`src/rtl/uart_mmio_fifo_if.sv`:
```
// Bus bundle for uart_mmio_fifo: the CPU mem_valid/mem_ready handshake.
//   mem_valid  request, qualified by the top-level address decode, held until mem_ready
//   mem_ready  one-cycle completion pulse
//   mem_addr   byte address; bits [3:2] select the register
//   mem_wdata  write data
//   mem_wstrb  write strobes; 4'b0000 = read
//   mem_rdata  read data, valid while mem_ready=1
// master: the CPU side; slave: the peripheral side.
interface uart_mmio_fifo_if;
  logic        mem_valid;
  logic        mem_ready;
  logic [31:0] mem_addr;
  logic [31:0] mem_wdata;
  logic [3:0]  mem_wstrb;
  logic [31:0] mem_rdata;

  modport master (output mem_valid, mem_addr, mem_wdata, mem_wstrb,
                  input  mem_ready, mem_rdata);
  modport slave  (input  mem_valid, mem_addr, mem_wdata, mem_wstrb,
                  output mem_ready, mem_rdata);
endinterface

```
`src/rtl/uart_mmio_fifo.sv`:
```
// uart_mmio_fifo: memory-mapped UART with TX/RX FIFOs, status register and
// sticky error flags, wrapped around the 8N1 `uart` core defined below.
// Ports:
//   clk, reset_n  clock; synchronous active-low reset (core gets rst = !reset_n)
//   bus           uart_mmio_fifo_if.slave: mem_valid/ready/addr/wdata/wstrb/rdata
//   rx, tx        serial line
//   irq           interrupt, present only when UART_MMIO_IRQ_EN is defined
// Registers (mem_addr[3:2]): 0 DATA, 1 STATUS, 2 CTRL (only with UART_MMIO_IRQ_EN), 3 unmapped.
// Parameters: TX_DEPTH, RX_DEPTH (powers of 2, >=2); CLKS_PER_BIT sets the line rate (>=2).

// uart: 8N1 serial core. transmit starts a frame when idle; received or
// recv_error pulses for one cycle at the middle of the stop bit.
module uart #(
  parameter int unsigned CLKS_PER_BIT = 16
) (
  input  logic       clk,
  input  logic       rst,
  input  logic       rx,
  output logic       tx,
  input  logic       transmit,
  input  logic [7:0] tx_byte,
  output logic       received,
  output logic [7:0] rx_byte,
  output logic       is_receiving,
  output logic       is_transmitting,
  output logic       recv_error
);
  localparam int unsigned CW = $clog2(CLKS_PER_BIT) + 1;
  localparam logic [CW-1:0] BIT_END  = CW'(CLKS_PER_BIT - 1);
  localparam logic [CW-1:0] HALF_END = CW'(CLKS_PER_BIT / 2 - 1);

  logic [9:0]    tx_shift;
  logic [3:0]    tx_bits, rx_bits;
  logic [CW-1:0] tx_cnt, rx_cnt;
  logic          tx_busy, rx_busy, rx_meta, rx_s, rx_prev;

  always_ff @(posedge clk) begin
    if (rst) begin
      tx_shift <= '1;
      tx_bits  <= '0;
      tx_cnt   <= '0;
      tx_busy  <= 1'b0;
    end else if (!tx_busy) begin
      if (transmit) begin
        tx_shift <= {1'b1, tx_byte, 1'b0};
        tx_bits  <= '0;
        tx_cnt   <= '0;
        tx_busy  <= 1'b1;
      end
    end else if (tx_cnt == BIT_END) begin
      tx_cnt   <= '0;
      tx_shift <= {1'b1, tx_shift[9:1]};
      if (tx_bits == 4'd9) tx_busy <= 1'b0;
      else                 tx_bits <= tx_bits + 4'd1;
    end else begin
      tx_cnt <= tx_cnt + CW'(1);
    end
  end

  assign tx              = tx_busy ? tx_shift[0] : 1'b1;
  assign is_transmitting = tx_busy;
  assign is_receiving    = rx_busy;

  // A frame starts only on a falling edge, so a line held low after a
  // framing error does not retrigger reception.
  always_ff @(posedge clk) begin
    if (rst) begin
      rx_meta    <= 1'b1;
      rx_s       <= 1'b1;
      rx_prev    <= 1'b1;
      rx_busy    <= 1'b0;
      rx_bits    <= '0;
      rx_cnt     <= '0;
      rx_byte    <= '0;
      received   <= 1'b0;
      recv_error <= 1'b0;
    end else begin
      rx_meta    <= rx;
      rx_s       <= rx_meta;
      rx_prev    <= rx_s;
      received   <= 1'b0;
      recv_error <= 1'b0;
      if (!rx_busy) begin
        rx_cnt  <= '0;
        rx_bits <= '0;
        if (rx_prev && !rx_s) rx_busy <= 1'b1;
      end else if (rx_cnt != ((rx_bits == 4'd0) ? HALF_END : BIT_END)) begin
        rx_cnt <= rx_cnt + CW'(1);
      end else begin
        rx_cnt <= '0;
        if (rx_bits == 4'd0) begin
          if (rx_s) rx_busy <= 1'b0;
          else      rx_bits <= 4'd1;
        end else if (rx_bits != 4'd9) begin
          rx_byte <= {rx_s, rx_byte[7:1]};
          rx_bits <= rx_bits + 4'd1;
        end else begin
          rx_busy    <= 1'b0;
          received   <= rx_s;
          recv_error <= !rx_s;
        end
      end
    end
  end
endmodule

module uart_mmio_fifo #(
  parameter int unsigned TX_DEPTH     = 16,
  parameter int unsigned RX_DEPTH     = 16,
  parameter int unsigned CLKS_PER_BIT = 16
) (
  input  logic            clk,
  input  logic            reset_n,
  uart_mmio_fifo_if.slave bus,
  input  logic            rx,
  output logic            tx
`ifdef UART_MMIO_IRQ_EN
  , output logic          irq
`endif
);
  localparam int unsigned TAW = $clog2(TX_DEPTH);
  localparam int unsigned RAW = $clog2(RX_DEPTH);

  typedef enum logic [1:0] {IDLE, LOAD, WAIT_HI, WAIT_LO} tx_state_t;
  tx_state_t state, state_next;

  logic       transmit, received, recv_error, is_transmitting, is_receiving;
  logic [7:0] rx_byte, tx_byte;

  uart #(.CLKS_PER_BIT(CLKS_PER_BIT)) u_core (
    .clk             (clk),
    .rst             (!reset_n),
    .rx              (rx),
    .tx              (tx),
    .transmit        (transmit),
    .tx_byte         (tx_byte),
    .received        (received),
    .rx_byte         (rx_byte),
    .is_receiving    (is_receiving),
    .is_transmitting (is_transmitting),
    .recv_error      (recv_error)
  );

  logic [7:0] tx_mem [TX_DEPTH];
  logic [7:0] rx_mem [RX_DEPTH];
  logic [TAW:0] tx_wp, tx_rp;
  logic [RAW:0] rx_wp, rx_rp, rx_used;
  logic tx_empty, tx_full, rx_empty, rx_full, tx_busy;

  assign tx_empty = (tx_wp == tx_rp);
  assign tx_full  = (tx_wp[TAW] != tx_rp[TAW]) && (tx_wp[TAW-1:0] == tx_rp[TAW-1:0]);
  assign rx_empty = (rx_wp == rx_rp);
  assign rx_full  = (rx_wp[RAW] != rx_rp[RAW]) && (rx_wp[RAW-1:0] == rx_rp[RAW-1:0]);
  assign rx_used  = rx_wp - rx_rp;
  assign tx_busy  = (state != IDLE) || is_transmitting;

  // Bus decode. A pulse on mem_ready blocks acceptance for that cycle, so a
  // held mem_valid commits only once; a DATA write waits while TX is full.
  logic [1:0] sel;
  logic is_write, data_wr, accept, tx_push, tx_pop, rx_push, rx_pop;
  logic clr_ovr, clr_err, ovr_set, rx_overrun, rx_err;

  assign sel      = bus.mem_addr[3:2];
  assign is_write = |bus.mem_wstrb;
  assign data_wr  = (sel == 2'd0) && bus.mem_wstrb[0];
  assign accept   = bus.mem_valid && !bus.mem_ready && !(data_wr && tx_full);
  assign tx_push  = accept && data_wr;
  assign rx_pop   = accept && !is_write && (sel == 2'd0) && !rx_empty;
  assign clr_ovr  = accept && (sel == 2'd1) && bus.mem_wstrb[0] && bus.mem_wdata[4];
  assign clr_err  = accept && (sel == 2'd1) && bus.mem_wstrb[0] && bus.mem_wdata[5];
  // A pop in the same cycle frees the slot the incoming byte needs.
  assign rx_push  = received && (!rx_full || rx_pop);
  assign ovr_set  = received && rx_full && !rx_pop;

  always_ff @(posedge clk) begin
    if (tx_push) tx_mem[tx_wp[TAW-1:0]] <= bus.mem_wdata[7:0];
    if (rx_push) rx_mem[rx_wp[RAW-1:0]] <= rx_byte;
  end

  always_ff @(posedge clk) begin
    if (!reset_n) begin
      tx_wp      <= '0;
      tx_rp      <= '0;
      rx_wp      <= '0;
      rx_rp      <= '0;
      rx_overrun <= 1'b0;
      rx_err     <= 1'b0;
      state      <= IDLE;
      tx_byte    <= '0;
    end else begin
      if (tx_push) tx_wp <= tx_wp + (TAW+1)'(1);
      if (tx_pop)  tx_rp <= tx_rp + (TAW+1)'(1);
      if (rx_push) rx_wp <= rx_wp + (RAW+1)'(1);
      if (rx_pop)  rx_rp <= rx_rp + (RAW+1)'(1);
      if (tx_pop)  tx_byte <= tx_mem[tx_rp[TAW-1:0]];
      rx_overrun <= ovr_set    | (rx_overrun & !clr_ovr);
      rx_err     <= recv_error | (rx_err & !clr_err);
      state      <= state_next;
    end
  end

  always_comb begin
    state_next = state;
    transmit   = 1'b0;
    tx_pop     = 1'b0;
    unique case (state)
      IDLE: if (!tx_empty && !is_transmitting) begin
        tx_pop     = 1'b1;
        state_next = LOAD;
      end
      LOAD: begin
        transmit   = 1'b1;
        state_next = WAIT_HI;
      end
      WAIT_HI: if (is_transmitting)  state_next = WAIT_LO;
      WAIT_LO: if (!is_transmitting) state_next = IDLE;
      default: state_next = IDLE;
    endcase
  end

  logic [31:0] status, ctrl_rd, rd_data;
  // rx_count is 8 bits wide, so a full 256-entry RX FIFO reads back as 0.
  assign status = {16'h0, 8'(rx_used), 2'b00, rx_err, rx_overrun,
                   tx_busy, tx_empty, tx_full, !rx_empty};

`ifdef UART_MMIO_IRQ_EN
  logic [1:0] ctrl;
  always_ff @(posedge clk) begin
    if (!reset_n) begin
      ctrl <= '0;
      irq  <= 1'b0;
    end else begin
      if (accept && (sel == 2'd2) && bus.mem_wstrb[0]) ctrl <= bus.mem_wdata[1:0];
      irq <= (ctrl[0] && !rx_empty) || (ctrl[1] && tx_empty && !tx_busy);
    end
  end
  assign ctrl_rd = {30'h0, ctrl};
`else
  assign ctrl_rd = '0;
`endif

  always_comb begin
    rd_data = '0;
    unique case (sel)
      2'd0:    if (!rx_empty) rd_data = {24'h0, rx_mem[rx_rp[RAW-1:0]]};
      2'd1:    rd_data = status;
      2'd2:    rd_data = ctrl_rd;
      default: rd_data = '0;
    endcase
  end

  always_ff @(posedge clk) begin
    if (!reset_n) begin
      bus.mem_ready <= 1'b0;
      bus.mem_rdata <= '0;
    end else begin
      bus.mem_ready <= accept;
      bus.mem_rdata <= (accept && !is_write) ? rd_data : '0;
    end
  end

  logic unused_ok;
  assign unused_ok = ^{bus.mem_addr, bus.mem_wdata, is_receiving};
endmodule

```
`src/flat_wrapper.sv`:
```
// flat-port wrapper written by rule: the top's interface ports become plain ports
module uart_mmio_fifo_flat 
#(
  parameter int unsigned TX_DEPTH     = 16,
  parameter int unsigned RX_DEPTH     = 16,
  parameter int unsigned CLKS_PER_BIT = 16
)
  (clk, reset_n, rx, tx, bus_mem_valid, bus_mem_addr, bus_mem_wdata, bus_mem_wstrb, bus_mem_ready, bus_mem_rdata);
  uart_mmio_fifo_if bus_i ();
  input  logic clk;
  input  logic reset_n;
  input  logic rx;
  output logic tx;
  input wire logic [$bits(bus_i.mem_valid)-1:0] bus_mem_valid;
  input wire logic [$bits(bus_i.mem_addr)-1:0] bus_mem_addr;
  input wire logic [$bits(bus_i.mem_wdata)-1:0] bus_mem_wdata;
  input wire logic [$bits(bus_i.mem_wstrb)-1:0] bus_mem_wstrb;
  output wire logic [$bits(bus_i.mem_ready)-1:0] bus_mem_ready;
  output wire logic [$bits(bus_i.mem_rdata)-1:0] bus_mem_rdata;
  assign bus_i.mem_valid = bus_mem_valid;
  assign bus_i.mem_addr = bus_mem_addr;
  assign bus_i.mem_wdata = bus_mem_wdata;
  assign bus_i.mem_wstrb = bus_mem_wstrb;
  assign bus_mem_ready = bus_i.mem_ready;
  assign bus_mem_rdata = bus_i.mem_rdata;
  uart_mmio_fifo #(.TX_DEPTH(TX_DEPTH), .RX_DEPTH(RX_DEPTH), .CLKS_PER_BIT(CLKS_PER_BIT)) u_core (.clk(clk), .reset_n(reset_n), .bus(bus_i), .rx(rx), .tx(tx));
endmodule
```
`config.mk`:
```
export PLATFORM = sky130hd
export DESIGN_NAME = uart_mmio_fifo_flat
export DESIGN_NICKNAME = d
export VERILOG_FILES = /design/src/rtl/uart_mmio_fifo_if.sv /design/src/rtl/uart_mmio_fifo.sv /design/src/flat_wrapper.sv
export SDC_FILE = /design/constraint.sdc
export NUM_CORES = 1
export LEC_CHECK = 0
export ABC_AREA = 1
export ABC_CLOCK_PERIOD_IN_PS = 3130
export BUFFER_PORTS_ARGS = -buffer_cell sky130_fd_sc_hd__buf_2
export CAP_MARGIN = 20
export CORE_UTILIZATION = 50
export CTS_CLUSTER_DIAMETER = 100
export DETAILED_ROUTE_END_ITERATION = 10
export PLACE_DENSITY = 0.7
export SLEW_MARGIN = 30
export SYNTH_ARGS = -nofsm -noshare
export SYNTH_HDL_FRONTEND = slang
export SYNTH_SLANG_ARGS = --single-unit
```
`constraint.sdc`:
```
create_clock -name clk -period 3.13 [get_ports clk]
set_clock_uncertainty 0.15 [all_clocks]
set_input_delay 0.313 -clock clk [delete_from_list [all_inputs] [get_ports clk]]
set_output_delay 0.313 -clock clk [all_outputs]
set_load 0.03 [all_outputs]
```
Word-level counts from Yosys, hierarchy flattened
Memory sizes are Yosys's and may differ from the RTL's. A register that Yosys moved wholly into a read port is not among the register bits.
Cells that the tools add are included.
Storage, ports and cells
  memory bits (writable): 256
  logic and storage cells: 150
  register bits after elaboration: 100
  memories: 2
Memory list
  u_core.rx_mem: depth 16, bits a word 8, read ports 1, clocked after memory_dff 1, wr ports 1, line uart_mmio_fifo.sv:145  | logic [7:0] rx_mem [RX_DEPTH];
  u_core.tx_mem: depth 16, bits a word 8, read ports 1, clocked after memory_dff 1, wr ports 1, line uart_mmio_fifo.sv:144  | logic [7:0] tx_mem [TX_DEPTH];
Cells by class
  bitwise gates (word level): 8
  eq/ne operators: 20
  reductions and logical operators: 49
  mux-type cells: 40
  $add $sub $neg: 9
Operators by type and width (count)
  $mux W4: 10
  $add A5 B1 Y5 const B: 6
  $mux W10: 3
  $pmux W13 S2: 1
  $logic_and A1 B1 Y1: 19
  $mux W1: 18
  $mux W5: 3
  $logic_not A1 Y1: 12
  $reduce_and A3 Y1: 4
  $eq A5 B5 Y1: 2
  $add A4 B1 Y4 const B: 2
  $eq A4 B4 Y1: 2
  $mux W8: 1
  $ne A2 B2 Y1 const B: 4
  $pmux W2 S4: 1
  $mux W2: 3
  $reduce_and A2 Y1: 3
  $reduce_bool A2 Y1: 3
  $eq A5 B4 Y1 const B: 1
  $ne A5 B4 Y1: 1
  $reduce_or A5 Y1: 1
  $sub A5 B5 Y5: 1
  $eq A2 B1 Y1 const B: 2
  $eq A2 B2 Y1 const B: 2
  12 further kinds: 21

Longest topological paths before layout
  word-level depth: 12
  gate-level depth with buffers: 13

Cells and area by module
A second synthesis with hierarchy kept.
Unflattened totals
  cells, all modules: 1342
  area total of the unflattened synthesis: 14659.1 sq um
Modules (own cells, without submodules)
  uart_mmio_fifo: area each 12700.9 sq um, cells each 1095, seq. area each 8688.3 sq um, instances 1
  uart: area each 1958.1 sq um, cells each 247, seq. area each 840.8 sq um, instances 1

Least setup slack after synthesis
Ideal clock, no wire load.
  kind: register to register
  from: register u_core.rx_rp[2]
  to: memory u_core.rx_mem[12][0], enable pin
  period minus slack after synthesis: 2698 ps
  arrival time: 2164 ps
  required time: 2597 ps
  cell stages (with the launch flop): 13
  slack: 432 ps
  setup time: 383 ps
  path through: dfxtp_1 -> inv_1 -> ha_1 -> nand2_1 -> nor2_1 -> nand2_1 -> nand2_1 -> nor2_2 -> nand3_4 -> nand2_4 -> nand2_2 -> buf_6 -> nor3_1
On the way
  longest elaborated chain between the ends: 7
  elaborated cells on any way between the ends: 10
  those cells by class: eq/ne: 2; mux: 2; reduce/logical: 6
Ends and longest elaborated chain
  start, declared: line uart_mmio_fifo.sv:147  | logic [RAW:0] rx_wp, rx_rp, rx_used;
  start signal, assigned: line uart_mmio_fifo.sv:194  | if (rx_pop) rx_rp <= rx_rp + (RAW+1)'(1);
  $eq A5 B5 Y1 or $eq A4 B4 Y1 (tied branches): line uart_mmio_fifo.sv:152, uart_mmio_fifo.sv:153
  $logic_not A1 Y1 or $logic_and A1 B1 Y1 (tied branches): line uart_mmio_fifo.sv:168, uart_mmio_fifo.sv:153
  $logic_and A1 B1 Y1 or $logic_not A1 Y1 (tied branches): line uart_mmio_fifo.sv:168, uart_mmio_fifo.sv:172
  $logic_or A1 B1 Y1 (*): line uart_mmio_fifo.sv:172  | assign rx_push = received && (!rx_full || rx_pop);
  $logic_and A1 B1 Y1 (*): line uart_mmio_fifo.sv:172
  $mux W1 (*): line uart_mmio_fifo.sv:177  | if (rx_push) rx_mem[rx_wp[RAW-1:0]] <= rx_byte;
  $mux W1 (implied by the code) (*): line uart_mmio_fifo.sv:177
  end, declared: line uart_mmio_fifo.sv:145
Every way passes the cells marked *; elsewhere a longest branch is shown, timed or not.

Worst setup path in the final report
  from: register u_core.rx_rp[2]
  to: memory u_core.rx_mem[2][3], enable pin
Same word-level chain as after synthesis.

==> summary.txt <==
Outcome
  • Outcome: complete, no violations

STA
  • RSZ-0062 raised after global routing: no
  • FMAX: 343 MHz
  • Tcrit/Tclk final: 0.932
  • Setup violators final: 0
  • Worst rel slew slack: 0.463
  • Pins Over Slew Limit: 0
  • Hold WS: 40.7 ps
  • Min cycle time layout: 2920 ps
  • Hold Vio Cnt, Final: 0
  • Slew at the pin closest to its max-slew limit: 804 ps
  • Final setup TNS: 0 ps

Worst setup path
  • Worst reg2reg endpoint: u_core.rx_mem[2][3]$_DFFE_PP_
  • Peak fanout along the critical path: 12
  • Cell depth of the worst setup path: 11
  • R2R Setup Slk: 210 ps
  • CP top delay family: simple AND/OR/NAND/NOR gates
  • Reg-to-reg startpoint: u_core.rx_rp[2]$_SDFFE_PN0N_
  • R2R depth: 11
  • Crit. End Element: register
  • WP data required: 3130 ps
  • Critical path class: reg2reg
  • CP bufs+invs: 1
  • Max incr delay on CP: 490 ps
  • WP data arrival: 2910 ps
  • Crit path launch type: register
  • Worst Setup EP: u_core.rx_mem[2][3]$_DFFE_PP_
  • CP max stage cell: nor3_2
  • CP Cell Sequence: inv_1, ha_1, nand2_1, nor2_1, nand2_1, nand2_1, nor2_2, nand3_4, nand2_4, nand2_2, nor3_2
  • CP dominant cell by count: nand2_1
  • Setup crit start: u_core.rx_rp[2]$_SDFFE_PN0N_

Global route
  • Global-route wire length before repair: 49500 um
  • Grt total ovfl: 0
  • Global router's overall resource usage: 0.220
  • Number of global-route vias before repair: 9083
  • Initial antenna violation count: 0
  • Largest net degree at the start of global routing: 67

Synthesis
  • Register bit count reported by yosys: 348
  • Post-synth top area share: 0.535
  • Synthesized area: 0.0144 mm2
  • Dominant cell type by area after synthesis: edfxtp_1
  • Async SR Flop Fraction: 0
  • Top FF cell, synth: edfxtp_1
  • Syn_area_per_cell: 10.9 um2
  • EDFF count, synth: 256
  • Synthesis Warnings: 0
  • Seq/Total Area, Yosys: 0.663
  • Mapped Cells: 1315
  • Synth area leaders: edfxtp_1, dfxtp_1, nor2_1
  • Count of different cell masters after synthesis: 45

Routing
  • First-pass DRT Iterations: 5
  • Final Routed Wirelength: 32000 um
  • Wire per inst: 18.0 um
  • ANT nets after route: 0
  • Drt drc: 0
  • DRT iter0 DRCs: 1115
  • DR vias: 9823
  • Vias/cell: 5.51

Pwr
  • PwrDens: 684 mW/mm2
  • Tot Pwr: 11.1 mW
  • Pleak: 6.14 nW
  • Peak VDD IR: 382 uV

Floorplan
  • Row count: 61
  • Die Y-Extent: 172 um
  • Die X: 172 um
  • Total core area: 0.0280 mm2
  • Full die area: 0.0294 mm2
  • Initial Util: 0.513
  • Top Ports: 106

Final layout
  • Commonest non-fill, non-tap cell in the layout: edfxtp_1
  • N_diodes: 0
  • Final Cell Area: 0.0163 mm2
  • Fin util: 0.581
  • Fin nets: 1473
  • FILL cells: 2310
  • Layout cells sized above 1: 0.120
  • Area Growth Syn to Fin: 13.2%
  • Most frequent cells in the layout: edfxtp_1, nor2_1, o21ai_0
  • Multi-input logic area: 0.00423 mm2
  • Sequential cell area: 0.00953 mm2

Worst hold path
  • Worst Hold Class: in2reg

Clock tree
  • H-tree depth: 2
  • Worst-Skew Late Latency: 520 ps
  • CTS tree: yes
  • Clock root buffer: clkbuf_16
  • Post-CTS Repair Setup Buffers: 0
  • Worst-path clk slew: 60 ps
  • Clock sink count: 348
  • CTS Buf Count: 37
  • Clock Tree Buf Depth: 3

Placement
  • Dpl hpwl: 20100 um
  • # port buffers: 32
  • Routability cong.: 0.910
  • Placed instance area: 0.0150 mm2

Flow run
  • # Max-Cap Violations: 0
registers in the layout (all words and copies together), names as in the netlist, 2 cells and up, named ones only:
name                    flops
u_core.rx_rp                5
u_core.u_core.tx_bits       4
u_core.tx_mem             128
u_core.tx_rp                5
u_core.tx_byte              8
u_core.u_core.tx_cnt        5
u_core.rx_mem             128
u_core.u_core.rx_byte       8
u_core.u_core.rx_cnt        5
u_core.state                2
u_core.bus.mem_rdata       13
u_core.u_core.rx_bits       4
u_core.u_core.tx_shift      9
u_core.rx_wp                5
u_core.tx_wp                5
where the power goes:
group	switching [mW]	internal, mW	leakage (nW)
clock network	1.74	2.49	0.594
registers	0.105	5.05	3.39
logic	1.23	0.503	2.16
worst min path at each step:
stage / endpoint / from / cells past startpoint
2_1_floorplan: u_core.u_core.rx_s$_SDFF_PN1_ / u_core.u_core.rx_meta$_SDFF_PN1_ / 1
3_3_place_gp: u_core.u_core.rx_s$_SDFF_PN1_ / u_core.u_core.rx_meta$_SDFF_PN1_ / 1
3_5_place_dp: u_core.u_core.rx_s$_SDFF_PN1_ / u_core.u_core.rx_meta$_SDFF_PN1_ / 1
4_1_cts: u_core.bus.mem_rdata[5]$_SDFF_PN0_ / bus_mem_addr[3] / 4
5_1_grt: u_core.tx_mem[0][7]$_DFFE_PP_ / bus_mem_wdata[7] / 1
6_report: u_core.tx_mem[0][7]$_DFFE_PP_ / bus_mem_wdata[7] / 1
synth_stat cells (2+ instances only):
cell type / number
clkinv_1: 2
edfxtp_1: 256
buf_6: 3
or2_2: 4
buf_4: 20
a21oi_1: 54
a31oi_1: 8
nand3_1: 35
nor3_1: 21
nor2_1: 253
o22ai_1: 26
nor2_2: 2
ha_1: 25
o311ai_0: 7
buf_2: 17
nor3_2: 2
dfxtp_1: 92
nand3_2: 5
nor3b_1: 6
inv_2: 8
nand2_2: 2
buf_1: 4
o221ai_1: 3
inv_1: 59
nand4_1: 4
nand2_4: 2
o21ai_0: 171
xor2_1: 6
a211oi_1: 2
clkbuf_1: 38
o211ai_1: 37
xnor2_1: 5
nand2_1: 124
cell families after synthesis:
kind of cell / count (synthesis) / synth area share
XOR/XNOR: 11 / 0.00670
adder cells (fa/ha/maj): 26 / 0.0231
AO/OA/AOI/OAI: 312 / 0.122
flip-flops: 348 / 0.663
other: 1 / 0.000261
buffers and inverters: 151 / 0.0477
AND/OR/NAND/NOR: 466 / 0.138
final cells by class:
class                           instances  share of cell area
Clock inverter                         11             0.00530
Sequential cell                       348               0.585
Multi-Input combinational cell        834               0.260
Tap cell                              378              0.0291
Timing Repair Buffer                   85              0.0355
Clock buffer                           57              0.0689
Inverter                               69              0.0159
timing repair:
action | in CTS | in global routing
hold buffers | 3 | 0
endpoints found under the hold margin | 14 | 0
resized for setup | 0 | 0
per-stage QoR:
stage,setup WS (ps),instances
final,214,1782
after global routing,20.5,1782
after global placement,279,1711
after detailed placement,259,1711
after CTS,225,1782
after floorplan,432,1333
metal layers:
| metal | up-vias | share of wire | wire length (um) | GRT usage |
|---|---|---|---|---|
| met2 | 373 | 0.45 | 14600 | 0.338 |
| met5 | - | 0 | 0 | 0 |
| met1 | 4691 | 0.45 | 14400 | 0.325 |
| li1 | 4712 | - | - | - |
| met3 | 47 | 0.078 | 2500 | 0.0354 |
| met4 | 0 | 0.019 | 599 | 0.0567 |
Note: power is estimated with default switching activity, not from simulation.
